**src/rtl/lcd_pkg.sv**
```systemverilog
// Shared types and constants for the HD44780 character LCD controller:
// FSM state encodings, LCD command bytes, cursor limits and the init ROM.
package lcd_pkg;

    // Top-level sequencing states
    typedef enum logic [2:0] {
        ST_PWRUP,
        ST_INIT,
        ST_IDLE,
        ST_CHAR,
        ST_WRAP,
        ST_DONE
    } state_t;

    // Phases of a single LCD bus write
    typedef enum logic [2:0] {
        B_IDLE,
        B_SETUP,
        B_EPULSE,
        B_HOLD,
        B_WAIT
    } bus_state_t;

    // HD44780 command bytes
    localparam logic [7:0] CMD_FUNC_SET = 8'h38;  // 8-bit bus, 2 lines, 5x8 font
    localparam logic [7:0] CMD_DISP_ON  = 8'h0C;  // display on, cursor off
    localparam logic [7:0] CMD_ENTRY    = 8'h06;  // increment, no shift
    localparam logic [7:0] CMD_CLR      = 8'h01;
    localparam logic [7:0] CMD_HOME     = 8'h02;
    localparam logic [7:0] CMD_LINE1    = 8'h80;
    localparam logic [7:0] CMD_LINE2    = 8'hC0;

    // Byte treated as a newline when that feature is built in
    localparam logic [7:0] CHAR_NL = 8'h0A;

    // Cursor positions on a 16x2 panel, col 0..31
    localparam logic [4:0] LAST_COL_L1 = 5'd15;
    localparam logic [4:0] LINE2_COL   = 5'd16;
    localparam logic [4:0] LAST_COL_L2 = 5'd31;

    // Init ROM: four commands, the last one clears the display
    localparam logic [1:0] INIT_LAST = 2'd3;

    function automatic logic [7:0] init_cmd(input logic [1:0] idx);
        case (idx)
            2'd0:    init_cmd = CMD_FUNC_SET;
            2'd1:    init_cmd = CMD_DISP_ON;
            2'd2:    init_cmd = CMD_ENTRY;
            default: init_cmd = CMD_CLR;
        endcase
    endfunction

    // Clear and home need the long post-write delay
    function automatic logic is_long_cmd(input logic rs, input logic [7:0] db);
        is_long_cmd = !rs && (db == CMD_CLR || db == CMD_HOME);
    endfunction

endpackage

```
**src/rtl/lcd_if.sv**
```systemverilog
// Print handshake between the decoder (master) and the LCD controller (slave).
interface lcd_if;
    logic       strt;
    logic [7:0] lcd_data;
    logic       lcd_done;
    logic       busy;

    modport master (output strt, output lcd_data, input lcd_done, input busy);
    modport slave  (input strt, input lcd_data, output lcd_done, output busy);
endinterface

```
**src/rtl/lcd_bus_cycle.sv**
```systemverilog
// One complete HD44780 write: SETUP -> EPULSE -> HOLD -> WAIT.
// rs/db are captured on go and held on the pins until the next go.
// cyc_done is high in the last WAIT cycle, so a new go in that same cycle
// chains writes back to back with no idle gap.
module lcd_bus_cycle
    import lcd_pkg::*;
#(
    parameter int T_SETUP = 2,
    parameter int T_EPW   = 13,
    parameter int T_CMD   = 1100,
    parameter int T_CLR   = 44000,
    parameter int CNT_W   = 20
) (
    input  logic       clk,
    input  logic       rst_n,
    input  logic       go,
    input  logic       rs,
    input  logic [7:0] db,
    input  logic       long_wait,
    output logic       cyc_done,
    output logic       lcd_rs,
    output logic       lcd_e,
    output logic [7:0] lcd_db
);

    bus_state_t       state, next_state;
    logic [CNT_W-1:0] cnt;
    logic             long_q;
    logic             last;

    // Phase length decode and next-phase selection
    always_comb begin
        // NOTE: every always_comb output gets a default first so no path leaves it unassigned (no latch).
        last       = 1'b0;
        next_state = state;
        case (state)
            B_SETUP:  last = (cnt == CNT_W'(T_SETUP - 1));
            B_EPULSE: last = (cnt == CNT_W'(T_EPW - 1));
            B_HOLD:   last = 1'b1;
            B_WAIT:   last = (cnt == (long_q ? CNT_W'(T_CLR - 1) : CNT_W'(T_CMD - 1)));
            default:  last = 1'b0;
        endcase
        if (last) begin
            case (state)
                B_SETUP:  next_state = B_EPULSE;
                B_EPULSE: next_state = B_HOLD;
                B_HOLD:   next_state = B_WAIT;
                default:  next_state = B_IDLE;
            endcase
        end
        if (go) next_state = B_SETUP;
    end

    // Phase register and per-phase cycle counter
    always_ff @(posedge clk or negedge rst_n) begin
        // NOTE: sequential state uses non-blocking assignments so all registers update from pre-edge values.
        if (!rst_n) begin
            state <= B_IDLE;
            cnt   <= '0;
        end else begin
            state <= next_state;
            cnt   <= (go || last || state == B_IDLE) ? '0 : cnt + 1'b1;
        end
    end

    // Capture the byte and its wait class at the start of each write
    always_ff @(posedge clk or negedge rst_n) begin
        if (!rst_n) begin
            lcd_rs <= 1'b0;
            lcd_db <= '0;
            long_q <= 1'b0;
        end else if (go) begin
            lcd_rs <= rs;
            lcd_db <= db;
            long_q <= long_wait;
        end
    end

    // E decoded straight from the phase register: glitch-free, drops at once on reset
    assign lcd_e    = (state == B_EPULSE);
    assign cyc_done = (state == B_WAIT) && last;

endmodule

```
**src/rtl/lcd_ctrl.sv**
```systemverilog
// HD44780 16x2 character LCD controller, responder side of the PRNT handshake.
// Runs the 8-bit init sequence after power-up, then writes each requested
// byte with automatic line wrap and pulses lcd_done once it is on the glass.
// Build option: LCD_NEWLINE_EN makes byte 0x0A move to the other line
// instead of being printed.
module lcd_ctrl
    import lcd_pkg::*;
#(
    parameter int T_PWRUP = 405000,
    parameter int T_SETUP = 2,
    parameter int T_EPW   = 13,
    parameter int T_CMD   = 1100,
    parameter int T_CLR   = 44000,
    parameter int CNT_W   = 20
) (
    input  logic       clk,
    input  logic       sys_rst_n,
    lcd_if.slave       hs,
    output logic       lcd_rs,
    output logic       lcd_rw,
    output logic       lcd_e,
    output logic [7:0] lcd_db
);

    state_t           state, next_state;
    logic [CNT_W-1:0] pwr_cnt;
    logic [1:0]       init_idx, init_idx_nxt;
    logic [4:0]       col, col_nxt;
    logic             pending;
    logic [7:0]       pend_byte;
    logic             strt_r, strt_q;
    logic [7:0]       data_r;
    logic             req;
    logic             go, go_rs;
    logic [7:0]       go_db;
    logic             long_wait;
    logic             start_char;
    logic [7:0]       start_byte;
    logic             cyc_done;

    assign req = strt_r & ~strt_q;

    // Register strt/lcd_data and keep the previous strt for edge detection
    always_ff @(posedge clk or negedge sys_rst_n) begin
        if (!sys_rst_n) begin
            strt_r <= 1'b0;
            strt_q <= 1'b0;
            data_r <= '0;
        end else begin
            strt_r <= hs.strt;
            strt_q <= strt_r;
            data_r <= hs.lcd_data;
        end
    end

    // Next state, bus write requests and cursor updates
    always_comb begin
        next_state   = state;
        init_idx_nxt = init_idx;
        col_nxt      = col;
        go           = 1'b0;
        go_rs        = 1'b0;
        go_db        = 8'h00;
        start_char   = 1'b0;
        start_byte   = pending ? pend_byte : data_r;

        case (state)
            ST_PWRUP: begin
                if (pwr_cnt == CNT_W'(T_PWRUP - 1)) begin
                    go           = 1'b1;
                    go_db        = init_cmd(2'd0);
                    init_idx_nxt = 2'd0;
                    next_state   = ST_INIT;
                end
            end
            ST_INIT: begin
                if (cyc_done) begin
                    if (init_idx == INIT_LAST) begin
                        // Display cleared: cursor home; a request queued during
                        // init starts right away so busy never drops in between
                        col_nxt = '0;
                        if (pending || req) start_char = 1'b1;
                        else                next_state = ST_IDLE;
                    end else begin
                        init_idx_nxt = init_idx + 2'd1;
                        go           = 1'b1;
                        go_db        = init_cmd(init_idx_nxt);
                    end
                end
            end
            ST_IDLE: begin
                if (pending || req) start_char = 1'b1;
            end
            ST_CHAR: begin
                if (cyc_done) begin
                    if (col == LAST_COL_L1) begin
                        go         = 1'b1;
                        go_db      = CMD_LINE2;
                        col_nxt    = LINE2_COL;
                        next_state = ST_WRAP;
                    end else if (col == LAST_COL_L2) begin
                        go         = 1'b1;
                        go_db      = CMD_LINE1;
                        col_nxt    = '0;
                        next_state = ST_WRAP;
                    end else begin
                        col_nxt    = col + 5'd1;
                        next_state = ST_DONE;
                    end
                end
            end
            ST_WRAP: begin
                if (cyc_done) next_state = ST_DONE;
            end
            ST_DONE: next_state = ST_IDLE;
            default: next_state = ST_PWRUP;
        endcase

        if (start_char) begin
            go = 1'b1;
`ifdef LCD_NEWLINE_EN
            if (start_byte == CHAR_NL) begin
                go_rs      = 1'b0;
                go_db      = (col_nxt < LINE2_COL) ? CMD_LINE2 : CMD_LINE1;
                col_nxt    = (col_nxt < LINE2_COL) ? LINE2_COL : 5'd0;
                next_state = ST_WRAP;
            end else
`endif
            begin
                go_rs      = 1'b1;
                go_db      = start_byte;
                next_state = ST_CHAR;
            end
        end
    end

    // State, power-up timer, init index, cursor and the one-deep request queue
    always_ff @(posedge clk or negedge sys_rst_n) begin
        if (!sys_rst_n) begin
            state     <= ST_PWRUP;
            pwr_cnt   <= '0;
            init_idx  <= '0;
            col       <= '0;
            pending   <= 1'b0;
            pend_byte <= '0;
        end else begin
            state    <= next_state;
            init_idx <= init_idx_nxt;
            col      <= col_nxt;
            pwr_cnt  <= (state == ST_PWRUP) ? pwr_cnt + 1'b1 : '0;
            if (start_char) begin
                pending <= 1'b0;
            end else if (req && state != ST_IDLE && !pending) begin
                pending   <= 1'b1;
                pend_byte <= data_r;
            end
        end
    end

    assign long_wait = is_long_cmd(go_rs, go_db);

    lcd_bus_cycle #(
        .T_SETUP (T_SETUP),
        .T_EPW   (T_EPW),
        .T_CMD   (T_CMD),
        .T_CLR   (T_CLR),
        .CNT_W   (CNT_W)
    ) u_bus (
        .clk       (clk),
        .rst_n     (sys_rst_n),
        .go        (go),
        .rs        (go_rs),
        .db        (go_db),
        .long_wait (long_wait),
        .cyc_done  (cyc_done),
        .lcd_rs    (lcd_rs),
        .lcd_e     (lcd_e),
        .lcd_db    (lcd_db)
    );

    assign lcd_rw      = 1'b0;
    assign hs.busy     = (state != ST_IDLE);
    assign hs.lcd_done = (state == ST_DONE);

endmodule

```
**src/flat_wrapper.sv**
```systemverilog
// flat-port wrapper written by rule: the top's interface ports become plain ports
module lcd_ctrl_flat import lcd_pkg::*;
#(
    parameter int T_PWRUP = 405000,
    parameter int T_SETUP = 2,
    parameter int T_EPW   = 13,
    parameter int T_CMD   = 1100,
    parameter int T_CLR   = 44000,
    parameter int CNT_W   = 20
)
  (clk, sys_rst_n, lcd_rs, lcd_rw, lcd_e, lcd_db, hs_strt, hs_lcd_data, hs_lcd_done, hs_busy);
  lcd_if hs_i ();
  input  logic clk;
  input  logic sys_rst_n;
  output logic lcd_rs;
  output logic lcd_rw;
  output logic lcd_e;
  output logic [7:0] lcd_db;
  input wire logic [$bits(hs_i.strt)-1:0] hs_strt;
  input wire logic [$bits(hs_i.lcd_data)-1:0] hs_lcd_data;
  output wire logic [$bits(hs_i.lcd_done)-1:0] hs_lcd_done;
  output wire logic [$bits(hs_i.busy)-1:0] hs_busy;
  assign hs_i.strt = hs_strt;
  assign hs_i.lcd_data = hs_lcd_data;
  assign hs_lcd_done = hs_i.lcd_done;
  assign hs_busy = hs_i.busy;
  lcd_ctrl #(.T_PWRUP(T_PWRUP), .T_SETUP(T_SETUP), .T_EPW(T_EPW), .T_CMD(T_CMD), .T_CLR(T_CLR), .CNT_W(CNT_W)) u_core (.clk(clk), .sys_rst_n(sys_rst_n), .hs(hs_i), .lcd_rs(lcd_rs), .lcd_rw(lcd_rw), .lcd_e(lcd_e), .lcd_db(lcd_db));
endmodule
```
**config.mk**
```make
export PLATFORM = sky130hd
export DESIGN_NAME = lcd_ctrl_flat
export DESIGN_NICKNAME = d
export VERILOG_FILES = /design/src/rtl/lcd_pkg.sv /design/src/rtl/lcd_if.sv /design/src/rtl/lcd_bus_cycle.sv /design/src/rtl/lcd_ctrl.sv /design/src/flat_wrapper.sv
export SDC_FILE = /design/constraint.sdc
export NUM_CORES = 1
export LEC_CHECK = 0
export ABC_AREA = 1
export BUFFER_PORTS_ARGS = -buffer_cell sky130_fd_sc_hd__buf_2
export CORE_UTILIZATION = 61
export DETAILED_ROUTE_END_ITERATION = 10
export GPL_TIMING_DRIVEN = 1
export HOLD_SLACK_MARGIN = 0.08
export PLACE_DENSITY_LB_ADDON = 0.2
export SLEW_MARGIN = 20
export SYNTH_ARGS = -nofsm -noshare
export SYNTH_HDL_FRONTEND = slang
export SYNTH_SLANG_ARGS = --single-unit
```
**constraint.sdc**
```tcl
create_clock -name clk -period 2.45 [get_ports clk]
set_clock_uncertainty 0.15 [all_clocks]
set_input_delay 0.1225 -clock clk [delete_from_list [all_inputs] [get_ports clk]]
set_output_delay 0.1225 -clock clk [all_outputs]
set_load 0.01 [all_outputs]
```
==> results by group <==
Outcome
  – Outcome: finished with violations
  – Failing checks: negative setup slack

Setup path
  – CP startpoint kind: flip-flop
  – FF-to-FF setup slack: -0.07 ns
  – Critical path peak fanout: 6
  – Crit path capture: u_core.u_bus.cnt[14]$_DFF_PN0_
  – Crit path kind: reg -> reg
  – Worst r2r src: u_core.u_bus.state[1]$_DFFE_PN0P_
  – Worst path arrival time: 2.62 ns
  – Req. time, crit path: 2.55 ns
  – CP Capture Type: flip-flop
  – Worst R2R Path Depth: 15
  – End of the worst register-to-register path: u_core.u_bus.cnt[14]$_DFF_PN0_
  – Critical path origin: u_core.u_bus.state[1]$_DFFE_PN0P_

Global routing
  – First-pass GRT wire length: 16,700 µm
  – Gr busiest metal: met2
  – Largest net degree at the start of global routing: 47
  – Grt ovf: 0
  – Met2 Use GR: 46.1%
  – M3 GR Usage: 5.08%
  – Initial antenna violation count: 0
  – All-Layer GR Usage: 27.2%
  – Vias in the first global route: 3,820
  – Met1 GRT Util: 35.0%

STA
  – Worst slew pin tran: 0.550 ns
  – Fin crit share: 103%
  – Slew Limit Fails: 0
  – Tmin final: 2.52 ns
  – Minimum hold slack: 0.163 ns
  – Final hold violation count: 0
  – RSZ-0062 raised after global routing: yes
  – Final worst slack: -0.0742 ns
  – Setup Total Neg Slack: -1.06 ns
  – Final Setup Violations: 24
  – Slew headroom: 63.3%
  – Achievable Freq: 396 MHz

Pwr
  – Power per cell area: 463 nW/µm²
  – Switching portion of total power: 25.0%
  – Gate power share: 6.1%
  – Flop pwr share: 54.7%
  – Pint: 1.96 mW
  – Switch Pwr: 0.654 mW
  – Leak pwr: 2.76 nW
  – Clk pwr share: 39.2%
  – Maximum vdd drop: 0.443 mV

Synthesis
  – Ys async rst share: 100%
  – Synth unique cells: 42
  – Mapped Cells: 609
  – Cell with the most instances after synthesis: nand2_1
  – Register area share after synthesis: 44.4%
  – Synth top area share: 44.4%
  – Synth warnings: 0
  – Yosys reg bits: 82
  – Post-synth top cells: nand2_1 (142), nor2_1 (86), dfrtp_1 (82)
  – Largest cells by area after synthesis: dfrtp_1 (44%), nand2_1 (12%), nor2_1 (7.0%)
  – Synthesized area: 4620 µm²
  – Area leader, netlist: dfrtp_1
  – EDFF count, synth: 0
  – Syn_nets: 630
  – Post-Syn Area per Cell: 7.59 µm²
  – Most used DFF post-synth: dfrtp_1

Floorplanning
  – I/O pin count: 24
  – Initial Util: 63.4%
  – Die X: 89.1 µm
  – Die Y: 89.1 µm
  – Core area: 7290 µm²
  – Die area: 7930 µm²
  – Cell Rows: 31

Placement
  – Port Buffers: 22
  – Placer Congestion: 0.946
  – DP Worst Slack: 0.0150 ns
  – Post-detail-place hpwl: 7290 µm

Clocking
  – Worst skew pair latency: 0.36 ns
  – H-tree depth: 3
  – Total CTS buffers: 9
  – Clk slew on worst S/H paths: 0.09 ns
  – CTS Buffer Depth: 2
  – Clk sinks: 82
  – CTS tree: done
  – Root buffer cell: clkbuf_8

Route
  – Starting DRT DRC Count: 248
  – Detailed-route via count: 4,290
  – DRT Wirelength: 11,100 µm
  – Wire per inst: 14.2 µm
  – Vias per inst: 5.51
  – Post-DRT Antenna Nets: 0
  – DRC violations left: 0
  – DR pass1 iterations: 5

Layout
  – ANT cells: 0
  – FF+latch area: 2050 µm²
  – Fill count: 520
  – Area occupied by multi-input gates: 2380 µm²
  – Share of layout cells above drive strength 1: 23.1%
  – P&R area growth vs syn: 22.1%
  – Final net count: 695
  – Core Util, Final: 77.4%

Min path
  – Hold Crit Class: in -> async

Run
  – MaxCap Viol Count: 0
==> layout make-up <==
cell class / instances / area share, %
multi-input combinational: 428 / 42.2
sequential: 82 / 36.4
timing repair buffer: 68 / 9.73
inverter: 85 / 5.88
clock buffer: 9 / 2.20
tap: 99 / 2.20
clock inverter: 7 / 1.44
==> flip-flops by register name, summed over array words and instances, names as in the netlist, 2 cells and up <==
register             flops
u_core.u_bus.cnt        20
u_core.data_r            8
u_core.col               5
u_core.state             3
u_core.pwr_cnt          20
u_core.u_bus.lcd_db      8
u_core.pend_byte         8
u_core.u_bus.state       3
u_core.init_idx          2
==> power groups by stage <==
| stage | combinational, mW | clock [mW] | sequential (mW) |
|---|---|---|---|
| 2_1_floorplan | 0.0840 | 0 | 1.45 |
| 3_3_place_gp | 0.138 | 0 | 1.45 |
| 3_5_place_dp | 0.144 | 0 | 1.46 |
| 4_1_cts | 0.157 | 1.05 | 1.43 |
| 5_1_grt | 0.181 | 1.10 | 1.44 |
| 6_report | 0.159 | 1.02 | 1.43 |
==> routing by layer <==
layer	wire [µm]	vias to the layer above
li1	-	2087
met1	4610	1991
met2	5550	184
met3	655	28
met4	229	0
met5	0	-
==> timing repair <==
action	4_1_cts	5_1_grt
endpoints found under the setup margin	10	49
buffers inserted	1	11
gates resized for setup	1	77
pin swaps	1	19
hold endpoints to repair	68	0
gates cloned	0	3
hold buffers	10	0
==> logic make-up after synthesis <==
logic type      synth area share, %
buf+inv                        8.77
xor+xnor                       1.89
other cells                  0.0811
simple gates                   33.5
mux                           0.487
compound gates                 8.23
flops                          44.4
fa+ha+maj                      2.71
==> cell usage in the layout, fill, tap and decap left out, drive strengths merged, types with 2 or more instances in the layout <==
cell type and count:
buf 56, nor3 24, nand2 146, inv 90, nand4 25, mux2 2, nor4 4, nor2 94
ha 10, nor3b 6, clkbuf 11, o21a 2, dfrtp 82, xor2 9, dlygate4sd3 10, o21ai 41
a21oi 21, nand3 33, or2 2
==> through the flow <==
stage	cell area [µm²]	cells	power (mW)
2_1_floorplan	4620	609	1.53
3_3_place_gp	4940	737	1.59
3_5_place_dp	4940	737	1.60
4_1_cts	5260	764	2.64
5_1_grt	5640	778	2.72
6_report	5640	778	2.61
==> worst max-delay path, cell delays in order, from the launching register on <==
cell,delay [ns]
dfrtp_2,0.45
nor2_4,0.25
nand2_4,0.11
nand3_1,0.14
nand2_2,0.09
nor2_4,0.14
nand3_2,0.10
nor2_4,0.17
nand2_4,0.08
nor2_4,0.10
nand2_2,0.08
nand3_4,0.13
nor2_4,0.05
nand2_4,0.13
clkbuf_16,0.18
nor3_2,0.04
==> worst min-delay path by stage <==
stage                    from                             end  cells after the start
finish              sys_rst_n   u_core.u_bus.cnt[4]$_DFF_PN0_                      2
global route        sys_rst_n   u_core.u_bus.cnt[4]$_DFF_PN0_                      2
CTS                 sys_rst_n     u_core.state[0]$_DFFE_PN0P_                      2
detailed placement  sys_rst_n  u_core.u_bus.cnt[18]$_DFF_PN0_                      1
global placement    sys_rst_n  u_core.u_bus.cnt[16]$_DFF_PN0_                      1
floorplan           sys_rst_n       u_core.col[0]$_DFFE_PN0P_                      0
Power figures use the tool's default switching activity.
